File: src/rtl/layer_sequencer.sv
// layer_sequencer: shares N_MAC MAC units across all neurons of one
// fully-connected layer, batch by batch, draining results to a buffer.
module layer_sequencer #(
  parameter int N_NEURON = 64,
  parameter int N_MAC    = 16,
  parameter int N_IN     = 12,
  parameter int W        = 16,
  parameter int TIMEOUT  = 1023
) (
  input  logic                 clk,
  input  logic                 rst_n,
  input  logic                 start,
  output logic                 busy,
  output logic                 layer_done,
  output logic                 err,
  output logic                 mac_run,
  output logic [N_MAC-1:0]     mac_en,
  output logic [N_MAC*32-1:0]  mac_start,
  output logic [31:0]          mac_size,
  input  logic [N_MAC-1:0]     mac_done,
  input  logic [N_MAC*W-1:0]   mac_out,
  output logic                 res_we,
  output logic [7:0]           res_addr,
  output logic [W-1:0]         res_data
);
  localparam int NB = (N_NEURON + N_MAC - 1) / N_MAC;
  localparam int BW = (NB > 1) ? $clog2(NB) : 1;
  localparam int KW = (N_MAC > 1) ? $clog2(N_MAC) : 1;
  localparam int TW = $clog2(TIMEOUT + 1);
  localparam logic [BW-1:0] BLAST = BW'(NB - 1);
  localparam logic [KW-1:0] KLAST = KW'(N_MAC - 1);
  localparam logic [TW-1:0] TLAST = TW'(TIMEOUT - 1);

  typedef enum logic [2:0] {
    IDLE, ISSUE, WAIT, DRAIN, DONE
  } state_t;

  state_t            state_q, state_d;
  logic [BW-1:0]     batch_q, batch_d;
  logic [KW-1:0]     k_q, k_d;
  logic [N_MAC-1:0]  mask_q, mask_d;
  logic [TW-1:0]     timer_q, timer_d;
  logic              err_q, err_d;

  logic [N_MAC-1:0]    en_c;
  logic [N_MAC*32-1:0] ofs_c;
  logic [31:0]         base_c;
  logic [31:0]         n_c;
  logic [N_MAC-1:0]    mask_nx;
  logic [W-1:0]        outs [N_MAC];
  logic                active;

  assign base_c  = 32'(batch_q) * 32'(N_MAC);
  assign n_c     = base_c + 32'(k_q);
  assign mask_nx = mask_q | (mac_done & en_c);
  assign active  = (state_q == ISSUE) ||
                   (state_q == WAIT)  ||
                   (state_q == DRAIN);

  for (genvar g = 0; g < N_MAC; g++) begin : g_mac
    assign outs[g] = mac_out[g*W +: W];
    assign en_c[g] = (base_c + 32'(g)) < 32'(N_NEURON);
    assign ofs_c[g*32 +: 32] = (base_c + 32'(g)) * 32'(N_IN);
  end

  // Batch setup is held steady for the MAC bank while the batch is live
  assign busy      = active;
  assign err       = err_q;
  assign mac_en    = active ? en_c : '0;
  assign mac_start = active ? ofs_c : '0;
  assign mac_size  = active ? 32'(N_IN) : '0;

  always_ff @(posedge clk) begin
    if (!rst_n) begin
      state_q <= IDLE;
      batch_q <= '0;
      k_q     <= '0;
      mask_q  <= '0;
      timer_q <= '0;
      err_q   <= 1'b0;
    end else begin
      state_q <= state_d;
      batch_q <= batch_d;
      k_q     <= k_d;
      mask_q  <= mask_d;
      timer_q <= timer_d;
      err_q   <= err_d;
    end
  end

  always_comb begin
    state_d    = state_q;
    batch_d    = batch_q;
    k_d        = k_q;
    mask_d     = mask_q;
    timer_d    = timer_q;
    err_d      = err_q;
    mac_run    = 1'b0;
    layer_done = 1'b0;
    res_we     = 1'b0;
    res_addr   = '0;
    res_data   = '0;
    unique case (state_q)
      IDLE: begin
        if (start) begin
          state_d = ISSUE;
          batch_d = '0;
          err_d   = 1'b0;
        end
      end
      ISSUE: begin
        mac_run = 1'b1;
        mask_d  = '0;
        timer_d = '0;
        state_d = WAIT;
      end
      WAIT: begin
        mask_d  = mask_nx;
        timer_d = timer_q + 1'b1;
        if (mask_nx == en_c) begin
          state_d = DRAIN;
          k_d     = '0;
        end else if (timer_q == TLAST) begin
          err_d   = 1'b1;
          state_d = DONE;
        end
      end
      DRAIN: begin
        res_we   = 1'b1;
        res_addr = n_c[7:0];
        res_data = outs[k_q];
        // enabled MACs are always the low-order ones of a batch
        if (k_q == KLAST || n_c == 32'(N_NEURON - 1)) begin
          if (batch_q == BLAST) begin
            state_d = DONE;
          end else begin
            batch_d = batch_q + 1'b1;
            state_d = ISSUE;
          end
        end else begin
          k_d = k_q + 1'b1;
        end
      end
      DONE: begin
        layer_done = 1'b1;
        state_d    = IDLE;
      end
      default: state_d = IDLE;
    endcase
  end
endmodule
File: config.mk
export PLATFORM = sky130hd
export DESIGN_NAME = layer_sequencer
export DESIGN_NICKNAME = d
export VERILOG_FILES = /design/src/rtl/layer_sequencer.sv
export SDC_FILE = /design/constraint.sdc
export NUM_CORES = 1
export LEC_CHECK = 0
export CORE_AREA = 2 2 335 337
export CTS_CLUSTER_SIZE = 40
export DETAILED_ROUTE_END_ITERATION = 7
export DIE_AREA = 0 0 337 339
export GPL_TIMING_DRIVEN = 0
export PLACE_DENSITY_LB_ADDON = 0.1
export SYNTH_ARGS = -nofsm -noshare
export SYNTH_HDL_FRONTEND = slang
export SYNTH_SLANG_ARGS = --single-unit
File: constraint.sdc
create_clock -name clk -period 9.2 [get_ports clk]
set_input_delay 1.38 -clock clk [delete_from_list [all_inputs] [get_ports clk]]
set_output_delay 1.38 -clock clk [all_outputs]
set_load 0.05 [all_outputs]
==> flow_results.xml, run 1 <==
<?xml version="1.0" encoding="UTF-8"?>
<metrics>
  <group name="clock_tree">
    <metric name="worst_skew_pair.late_latency" unit="ns">0.28</metric>
    <metric name="cts.sinks" unit="">36</metric>
    <metric name="cts_setup_buffers" unit="">0</metric>
    <metric name="clk_pin_slew_worst_paths" unit="ns">0.06</metric>
    <metric name="cts_repair_resizes" unit="">0</metric>
    <metric name="cts_buffers" unit="">5</metric>
    <metric name="cts_tree" unit="">built</metric>
    <metric name="max-clock-path-buffers" unit="">2</metric>
    <metric name="cts-root-buf" unit="">sky130_fd_sc_hd__clkbuf_16</metric>
    <metric name="ctsHtreeMaxLevel" unit="">2</metric>
    <metric name="post_cts_hold_buffer_count" unit="">0</metric>
  </group>
  <group name="detailed_routing">
    <metric name="postRouteAntennaNets" unit="">0</metric>
    <metric name="drt-initial-drc-count" unit="">123</metric>
    <metric name="firstDrtPassIters" unit="">4</metric>
    <metric name="totalWireLength" unit="um">46160</metric>
    <metric name="drcViolationCount" unit="">0</metric>
    <metric name="vias" unit="">7815</metric>
    <metric name="detail_route.wl_per_cell" unit="um">14.05</metric>
    <metric name="routed_via_density" unit="">2.378</metric>
  </group>
  <group name="layout">
    <metric name="layout_common_cells" unit="">555 x sky130_fd_sc_hd__buf_4, 448 x sky130_fd_sc_hd__conb_1, 414 x sky130_fd_sc_hd__clkdlybuf4s50_1</metric>
    <metric name="number_of_nets_in_the_final_layout" unit="">2073</metric>
    <metric name="n_fill_cell" unit="">12660</metric>
    <metric name="syn_to_final_growth" unit="%">98.56</metric>
    <metric name="layout_commonest_cell" unit="">sky130_fd_sc_hd__buf_4</metric>
    <metric name="layout-drive-gt1-share" unit="">0.3670</metric>
  </group>
  <group name="die">
    <metric name="ioPinCount" unit="">864</metric>
    <metric name="design.die.area" unit="sq um">114200</metric>
    <metric name="die_width" unit="um">337</metric>
    <metric name="site_row_count" unit="">122</metric>
    <metric name="floorplan.core_area" unit="sq um">110400</metric>
    <metric name="die_height" unit="um">339</metric>
    <metric name="initial_utilization" unit="">0.07255</metric>
  </group>
  <group name="global_route">
    <metric name="grt_max_degree" unit="">30</metric>
    <metric name="global_route.usage.total" unit="">0.07554</metric>
    <metric name="initial_antenna_violation_count" unit="">16</metric>
    <metric name="global_route_wire_length_before_repair" unit="um">60590</metric>
    <metric name="grt_overflow" unit="">0</metric>
    <metric name="vias_in_the_first_global_route" unit="">7375</metric>
  </group>
  <group name="critical_path">
    <metric name="max_stage_delay" unit="ns">0.83</metric>
    <metric name="crit_family" unit="">buffers and inverters</metric>
    <metric name="critical_path.reg2reg.startpoint" unit="">k_q[1]</metric>
    <metric name="critical-path-top-cell-by-count" unit="">sky130_fd_sc_hd__clkdlybuf4s50_1</metric>
    <metric name="crit_path_max_fanout" unit="">1</metric>
    <metric name="r2r_end" unit="">k_q[3]</metric>
    <metric name="critPathBufInv" unit="">2</metric>
    <metric name="critPathArrivalTime" unit="ns">3.63</metric>
    <metric name="cp_cell_sequence" unit="">clkdlybuf4s50_1, mux4_2, mux2i_1, o22ai_1, clkdlybuf4s50_1</metric>
    <metric name="crit_path_top_delay_cell" unit="">sky130_fd_sc_hd__clkdlybuf4s50_1</metric>
    <metric name="critical_path.endpoint_type" unit="">output port</metric>
    <metric name="timing.critical_path.to" unit="">res_data[0]</metric>
    <metric name="worstPathRequired" unit="ns">7.82</metric>
    <metric name="cp-start-kind" unit="">input pin</metric>
    <metric name="crit_cells" unit="">5</metric>
    <metric name="rr_worst_depth" unit="">6</metric>
    <metric name="worst-setup-path-type" unit="">in -&gt; out</metric>
    <metric name="regToRegSetupSlack" unit="ns">7.16</metric>
    <metric name="crit_start" unit="">mac_out[240]</metric>
  </group>
  <group name="placed_design">
    <metric name="place_congestion" unit="">0.7151</metric>
    <metric name="io_buffers" unit="">414</metric>
    <metric name="dp_hpwl" unit="um">43200</metric>
  </group>
  <group name="synthesis">
    <metric name="synth-async-reset-ratio" unit="">0</metric>
    <metric name="synth_seq_area_share" unit="">0.09001</metric>
    <metric name="synthXorXnorAreaFrac" unit="">0.001094</metric>
    <metric name="synth_simple_gate_area_frac" unit="">0.06470</metric>
    <metric name="yosys.area_share.adder" unit="">0.01250</metric>
    <metric name="synth_compound_area_frac" unit="">0.06048</metric>
    <metric name="post_synth_instance_area" unit="sq um">8006</metric>
    <metric name="yosysUniqueCellTypes" unit="">47</metric>
    <metric name="synth_area_per_cell" unit="sq um">8.693</metric>
    <metric name="ys_ff_latch" unit="">36</metric>
    <metric name="synth_ff_type" unit="">sky130_fd_sc_hd__dfxtp_1</metric>
    <metric name="synth_enable_flop_cells" unit="">0</metric>
    <metric name="synth-warning-count" unit="">0</metric>
    <metric name="dominant_combinational_cell_family_by_area_after_synthesis" unit="">buffers and inverters</metric>
    <metric name="yosys-mux-area-fraction" unit="">0.2238</metric>
    <metric name="synthesis.instances" unit="">921</metric>
  </group>
  <group name="power">
    <metric name="finalPower" unit="mW">1.596</metric>
    <metric name="power.switching_fraction" unit="">0.5479</metric>
    <metric name="p_int" unit="mW">0.7214</metric>
    <metric name="sequentialPowerShare" unit="">0.104</metric>
    <metric name="share_comb_of_total_power" unit="">0.782</metric>
    <metric name="power.net_switching" unit="mW">0.8743</metric>
    <metric name="total_leakage_power" unit="nW">7.270</metric>
    <metric name="power.ir.vdd_worst" unit="V">0.00006652</metric>
    <metric name="clkPwrFrac" unit="">0.113</metric>
    <metric name="power.density" unit="nW/um^2">100.4</metric>
  </group>
  <group name="sta">
    <metric name="grt_setup_unrepaired" unit="">no</metric>
    <metric name="max_slew_margin" unit="">0.2427</metric>
    <metric name="skew" unit="ns">0.005129</metric>
    <metric name="finalSetupViolations" unit="">0</metric>
    <metric name="fin_hold_ws" unit="ns">0.5004</metric>
    <metric name="timing.fmax" unit="MHz">199.8</metric>
    <metric name="timing.final.crit_share" unit="">0.5441</metric>
    <metric name="report.final.slew_viol_count" unit="">0</metric>
    <metric name="shortest_period_the_worst_path_allows" unit="ns">5.006</metric>
    <metric name="setup_total_negative_slack" unit="ns">0</metric>
    <metric name="worst-slew-pin-transition" unit="ns">1.127</metric>
    <metric name="finalHoldViolCount" unit="">0</metric>
  </group>
  <group name="worst_hold_path">
    <metric name="hold_path_startpoint" unit="">timer_q[3]</metric>
    <metric name="timing.hold.worst.class" unit="">reg -&gt; reg</metric>
  </group>
  <group name="run_status">
    <metric name="status" unit="">completed</metric>
  </group>
  <group name="job">
    <metric name="maxcap_viol_count" unit="">0</metric>
  </group>
</metrics>
tightest hold or removal path, stage by stage, from the launching register on:
cell	delay [ns]
sky130_fd_sc_hd__dfxtp_1	0.33
sky130_fd_sc_hd__nand3_1	0.07
sky130_fd_sc_hd__a21oi_1	0.05
how the worst min path moves through the flow:
stage | end | slack (ns) | cells past startpoint
2_1_floorplan | timer_q[3] | 0.46 | 2
3_3_place_gp | timer_q[3] | 0.48 | 2
3_5_place_dp | timer_q[3] | 0.49 | 2
4_1_cts | timer_q[3] | 0.50 | 2
5_1_grt | timer_q[3] | 0.53 | 2
6_report | timer_q[3] | 0.50 | 2
power by group through the flow:
| stage | Clock, mW | Sequential [mW] | Combinational [mW] |
|---|---|---|---|
| floorplan | 0 | 0.169 | 0.943 |
| global placement | 0 | 0.170 | 1.25 |
| detailed placement | 0 | 0.170 | 1.25 |
| CTS | 0.191 | 0.167 | 1.25 |
| global route | 0.197 | 0.168 | 1.30 |
| finish | 0.181 | 0.167 | 1.25 |
routing by layer:
layer / track usage / wire, um / up-vias
met4: 0.01060 / 397 / 16
met5: 0 / 81 / -
li1: - / - / 3881
met1: 0.07106 / 14770 / 3533
met2: 0.1538 / 26780 / 361
met3: 0.02849 / 4122 / 24
sequential cells by signal (all words and copies together), names as in the netlist:
signal and cells:
mask_q 16, timer_q 10, k_q 4, state_q 3
batch_q 2, err 1
final cells by class:
| cell class | instances | area [sq um] | share of cell area |
|---|---|---|---|
| clock buffer | 7 | 152.6 | 0.009602 |
| timing repair buffer | 415 | 4172 | 0.2624 |
| buffer | 589 | 4340 | 0.2730 |
| inverter | 9 | 38.79 | 0.002440 |
| multi-input combinational | 734 | 4592 | 0.2888 |
| sequential | 36 | 720.7 | 0.04533 |
| tap | 1488 | 1862 | 0.1171 |
| antenna | 8 | 20.02 | 0.001259 |
logic make-up after synthesis:
| kind of cell | count (synthesis) |
|---|---|
| AO/OA/AOI/OAI | 72 |
| other | 1 |
| XOR/XNOR | 1 |
| flip-flops | 36 |
| adder cells (fa/ha/maj) | 8 |
| multiplexers | 100 |
| buffers and inverters | 598 |
| AND/OR/NAND/NOR | 105 |
cell usage after synthesis (all sizes together), types with 2 or more instances:
| master | instances | area, sq um |
|---|---|---|
| a21oi | 12 | 60.06 |
| a22oi | 16 | 120.1 |
| a31o | 2 | 17.52 |
| a31oi | 2 | 12.51 |
| and2 | 9 | 58.81 |
| buf | 575 | 4288 |
| clkbuf | 14 | 52.55 |
| dfxtp | 36 | 720.7 |
| ha | 8 | 100.1 |
| inv | 9 | 38.79 |
| mux2 | 2 | 22.52 |
| mux2i | 35 | 350.3 |
| mux4 | 63 | 1419 |
| nand2 | 14 | 57.55 |
| nand2b | 2 | 12.51 |
| nand3 | 12 | 60.06 |
| nand3b | 2 | 15.01 |
| nand4 | 3 | 18.77 |
| nor2 | 44 | 165.2 |
| nor3 | 5 | 25.02 |
| nor3b | 2 | 26.28 |
| o211ai | 5 | 37.54 |
| o21ai | 5 | 25.02 |
| o22ai | 23 | 143.9 |
| or2 | 3 | 18.77 |
| or3 | 5 | 31.28 |
metrics by stage:
stage	setup WS (ns)	utilization	area, sq um	instances
finish	4.194	0.1440	15900	3286
global route	4.024	0.1440	15890	3284
CTS	4.070	0.1439	15880	3278
detailed placement	4.074	0.1425	15730	3271
global placement	2.599	0.1422	15690	3270
floorplan	3.789	-	9684	1368
(Power assumes the default switching activity.)
==> run 2, diff against run 1 <==
--- a/config.mk
+++ b/config.mk
@@ -5,10 +5,10 @@
 export SDC_FILE = /design/constraint.sdc
 export NUM_CORES = 1
 export LEC_CHECK = 0
-export CORE_AREA = 2 2 335 337
+export CORE_AREA = 2 2 331 333
 export CTS_CLUSTER_SIZE = 40
 export DETAILED_ROUTE_END_ITERATION = 7
-export DIE_AREA = 0 0 337 339
+export DIE_AREA = 0 0 333 335
 export GPL_TIMING_DRIVEN = 0
 export PLACE_DENSITY_LB_ADDON = 0.1
 export SYNTH_ARGS = -nofsm -noshare
==> constraint.sdc (replaced) <==
create_clock -name clk -period 4.8 [get_ports clk]
set_input_delay 0.72 -clock clk [delete_from_list [all_inputs] [get_ports clk]]
set_output_delay 0.72 -clock clk [all_outputs]
set_load 0.05 [all_outputs]
==> flow_results.xml, run 2 (synthesis results as in run 1) <==
<?xml version="1.0" encoding="UTF-8"?>
<metrics>
  <group name="sta">
    <metric name="report.final.slew_viol_count" unit="">0</metric>
    <metric name="timing.final.crit_share" unit="">0.8684</metric>
    <metric name="max_slew_margin" unit="">0.2572</metric>
    <metric name="shortest_period_the_worst_path_allows" unit="ns">4.168</metric>
    <metric name="timing.fmax" unit="MHz">239.9</metric>
    <metric name="fin_hold_ws" unit="ns">0.4921</metric>
    <metric name="grt_setup_unrepaired" unit="">no</metric>
    <metric name="finalHoldViolCount" unit="">0</metric>
    <metric name="finalSetupViolations" unit="">0</metric>
    <metric name="layout_setup_ws" unit="ns">0.6317</metric>
    <metric name="worst-slew-pin-transition" unit="ns">1.106</metric>
    <metric name="skew" unit="ns">0.007977</metric>
  </group>
  <group name="layout">
    <metric name="number_of_nets_in_the_final_layout" unit="">2073</metric>
    <metric name="diodes" unit="">0</metric>
    <metric name="most_flop_heavy_register" unit="">mask_q</metric>
    <metric name="final_cells" unit="">3205</metric>
    <metric name="final_util" unit="">0.1461</metric>
    <metric name="flip_flop_count_of_the_largest_register_all_copies_and_words_added" unit="">16</metric>
    <metric name="layout-drive-gt1-share" unit="">0.3674</metric>
    <metric name="layout_common_cells" unit="">555 x sky130_fd_sc_hd__buf_4, 448 x sky130_fd_sc_hd__conb_1, 414 x sky130_fd_sc_hd__clkdlybuf4s50_1</metric>
    <metric name="top_regs" unit="">mask_q x16, timer_q x10, k_q x4</metric>
    <metric name="syn_to_final_growth" unit="%">97.27</metric>
    <metric name="n_fill_cell" unit="">12430</metric>
    <metric name="layout_commonest_cell" unit="">sky130_fd_sc_hd__buf_4</metric>
  </group>
  <group name="detailed_routing">
    <metric name="routed_via_density" unit="">2.459</metric>
    <metric name="detail_route.wl_per_cell" unit="um">14.37</metric>
    <metric name="postRouteAntennaNets" unit="">0</metric>
    <metric name="drt-initial-drc-count" unit="">140</metric>
    <metric name="drcViolationCount" unit="">0</metric>
    <metric name="vias" unit="">7882</metric>
    <metric name="totalWireLength" unit="um">46040</metric>
    <metric name="firstDrtPassIters" unit="">4</metric>
  </group>
  <group name="die">
    <metric name="site_row_count" unit="">121</metric>
    <metric name="floorplan.core_area" unit="sq um">108100</metric>
    <metric name="ioPinCount" unit="">864</metric>
    <metric name="design.die.area" unit="sq um">111600</metric>
    <metric name="die_width" unit="um">333</metric>
    <metric name="die_height" unit="um">335</metric>
    <metric name="initial_utilization" unit="">0.07407</metric>
  </group>
  <group name="critical_path">
    <metric name="worst-setup-path-type" unit="">reg -&gt; out</metric>
    <metric name="worstPathRequired" unit="ns">4.08</metric>
    <metric name="cp-start-kind" unit="">flop</metric>
    <metric name="critPathArrivalTime" unit="ns">3.45</metric>
    <metric name="crit_path_max_fanout" unit="">10</metric>
    <metric name="critical_path.endpoint_type" unit="">output port</metric>
  </group>
  <group name="clock_tree">
    <metric name="clk_pin_slew_worst_paths" unit="ns">0.06</metric>
    <metric name="cts_repair_resizes" unit="">0</metric>
    <metric name="cts_tree" unit="">built</metric>
    <metric name="post_cts_hold_buffer_count" unit="">0</metric>
    <metric name="ctsHtreeMaxLevel" unit="">2</metric>
    <metric name="cts_buffers" unit="">5</metric>
    <metric name="max-clock-path-buffers" unit="">2</metric>
    <metric name="worst_skew_pair.late_latency" unit="ns">0.28</metric>
    <metric name="cts.sinks" unit="">36</metric>
    <metric name="cts-root-buf" unit="">sky130_fd_sc_hd__clkbuf_16</metric>
    <metric name="cts_setup_buffers" unit="">0</metric>
  </group>
  <group name="global_route">
    <metric name="grt_max_degree" unit="">38</metric>
    <metric name="vias_in_the_first_global_route" unit="">7374</metric>
    <metric name="global_route.usage.total" unit="">0.07545</metric>
    <metric name="global_route_wire_length_before_repair" unit="um">59350</metric>
    <metric name="grt_overflow" unit="">0</metric>
    <metric name="initial_antenna_violation_count" unit="">6</metric>
  </group>
  <group name="placed_design">
    <metric name="place_inst" unit="">3197</metric>
    <metric name="io_buffers" unit="">414</metric>
    <metric name="place_congestion" unit="">0.6994</metric>
    <metric name="post_placement_worst_setup_slack" unit="ns">0.8559</metric>
    <metric name="dp_hpwl" unit="um">42260</metric>
  </group>
  <group name="power">
    <metric name="total_leakage_power" unit="nW">7.272</metric>
    <metric name="power.ir.vdd_worst" unit="V">0.0001255</metric>
    <metric name="power.density" unit="nW/um^2">195.5</metric>
  </group>
  <group name="job">
    <metric name="maxcap_viol_count" unit="">0</metric>
  </group>
  <group name="worst_hold_path">
    <metric name="timing.hold.worst.class" unit="">reg -&gt; reg</metric>
  </group>
  <group name="run_status">
    <metric name="status" unit="">completed</metric>
  </group>
</metrics>
==> run 2: final timing paths <==
| kind | start | to | slack [ns] | cells after the start |
|---|---|---|---|---|
| max reg2reg | k_q[1] | k_q[3] | 2.71 | 6 |
| min reg2reg | timer_q[3] | timer_q[3] | 0.49 | 2 |
| max | k_q[1] | res_data[3] | 0.63 | 6 |
| min | timer_q[3] | timer_q[3] | 0.49 | 2 |
==> run 2: layer usage <==
metal  global-route usage  wire length, um
met5                    0               62
met3              0.02706             3919
met1              0.07265            15030
met2               0.1570            26900
met4             0.003177              131
==> run 2: stage by stage <==
stage          total power [mW]  TNS, ns  instance area (sq um)
4_1_cts                   3.096        0                  15790
2_1_floorplan             2.131        0                   9684
5_1_grt                   3.217        0                  15790
3_3_place_gp              2.722   -68.92                  15600
3_5_place_dp              2.709        0                  15630
6_report                  3.087        0                  15790
==> run 2: worst max-delay path: stages (launching register included) <==
cell and delay [ns]:
sky130_fd_sc_hd__dfxtp_1 0.36, sky130_fd_sc_hd__buf_2 0.23, sky130_fd_sc_hd__clkbuf_1 0.72, sky130_fd_sc_hd__mux4_2 0.46, sky130_fd_sc_hd__mux2i_1 0.44, sky130_fd_sc_hd__o22ai_1 0.17, sky130_fd_sc_hd__clkdlybuf4s50_1 0.77
==> run 2: cell type report <==
| cell class | instances | area (sq um) | share of cell area |
|---|---|---|---|
| Multi-Input combinational cell | 734 | 4597 | 0.2911 |
| Buffer | 589 | 4340 | 0.2748 |
| Timing Repair Buffer | 415 | 4164 | 0.2636 |
| Tap cell | 1414 | 1769 | 0.1120 |
| Sequential cell | 36 | 720.7 | 0.04563 |
| Clock buffer | 6 | 128.9 | 0.008160 |
| Inverter | 9 | 38.79 | 0.002456 |
| Clock inverter | 2 | 35.03 | 0.002218 |
==> run 2: report_power, final <==
group          internal (mW)  switching (mW)  total, mW  leakage [nW]
Combinational          0.849            1.54       2.39          6.90
Sequential             0.312         0.00733      0.320         0.292
Clock                  0.245           0.134      0.379        0.0808
Total                   1.41            1.68       3.09          7.27
==> run 3, diff against run 2 <==
--- a/config.mk
+++ b/config.mk
@@ -9,6 +9,7 @@
 export CTS_CLUSTER_SIZE = 40
 export DETAILED_ROUTE_END_ITERATION = 7
 export DIE_AREA = 0 0 333 335
+export GPL_ROUTABILITY_DRIVEN = 0
 export GPL_TIMING_DRIVEN = 0
 export PLACE_DENSITY_LB_ADDON = 0.1
 export SYNTH_ARGS = -nofsm -noshare
==> results of run 3 <==
The final DEF is identical to that of run 2; final timing and power are the same.
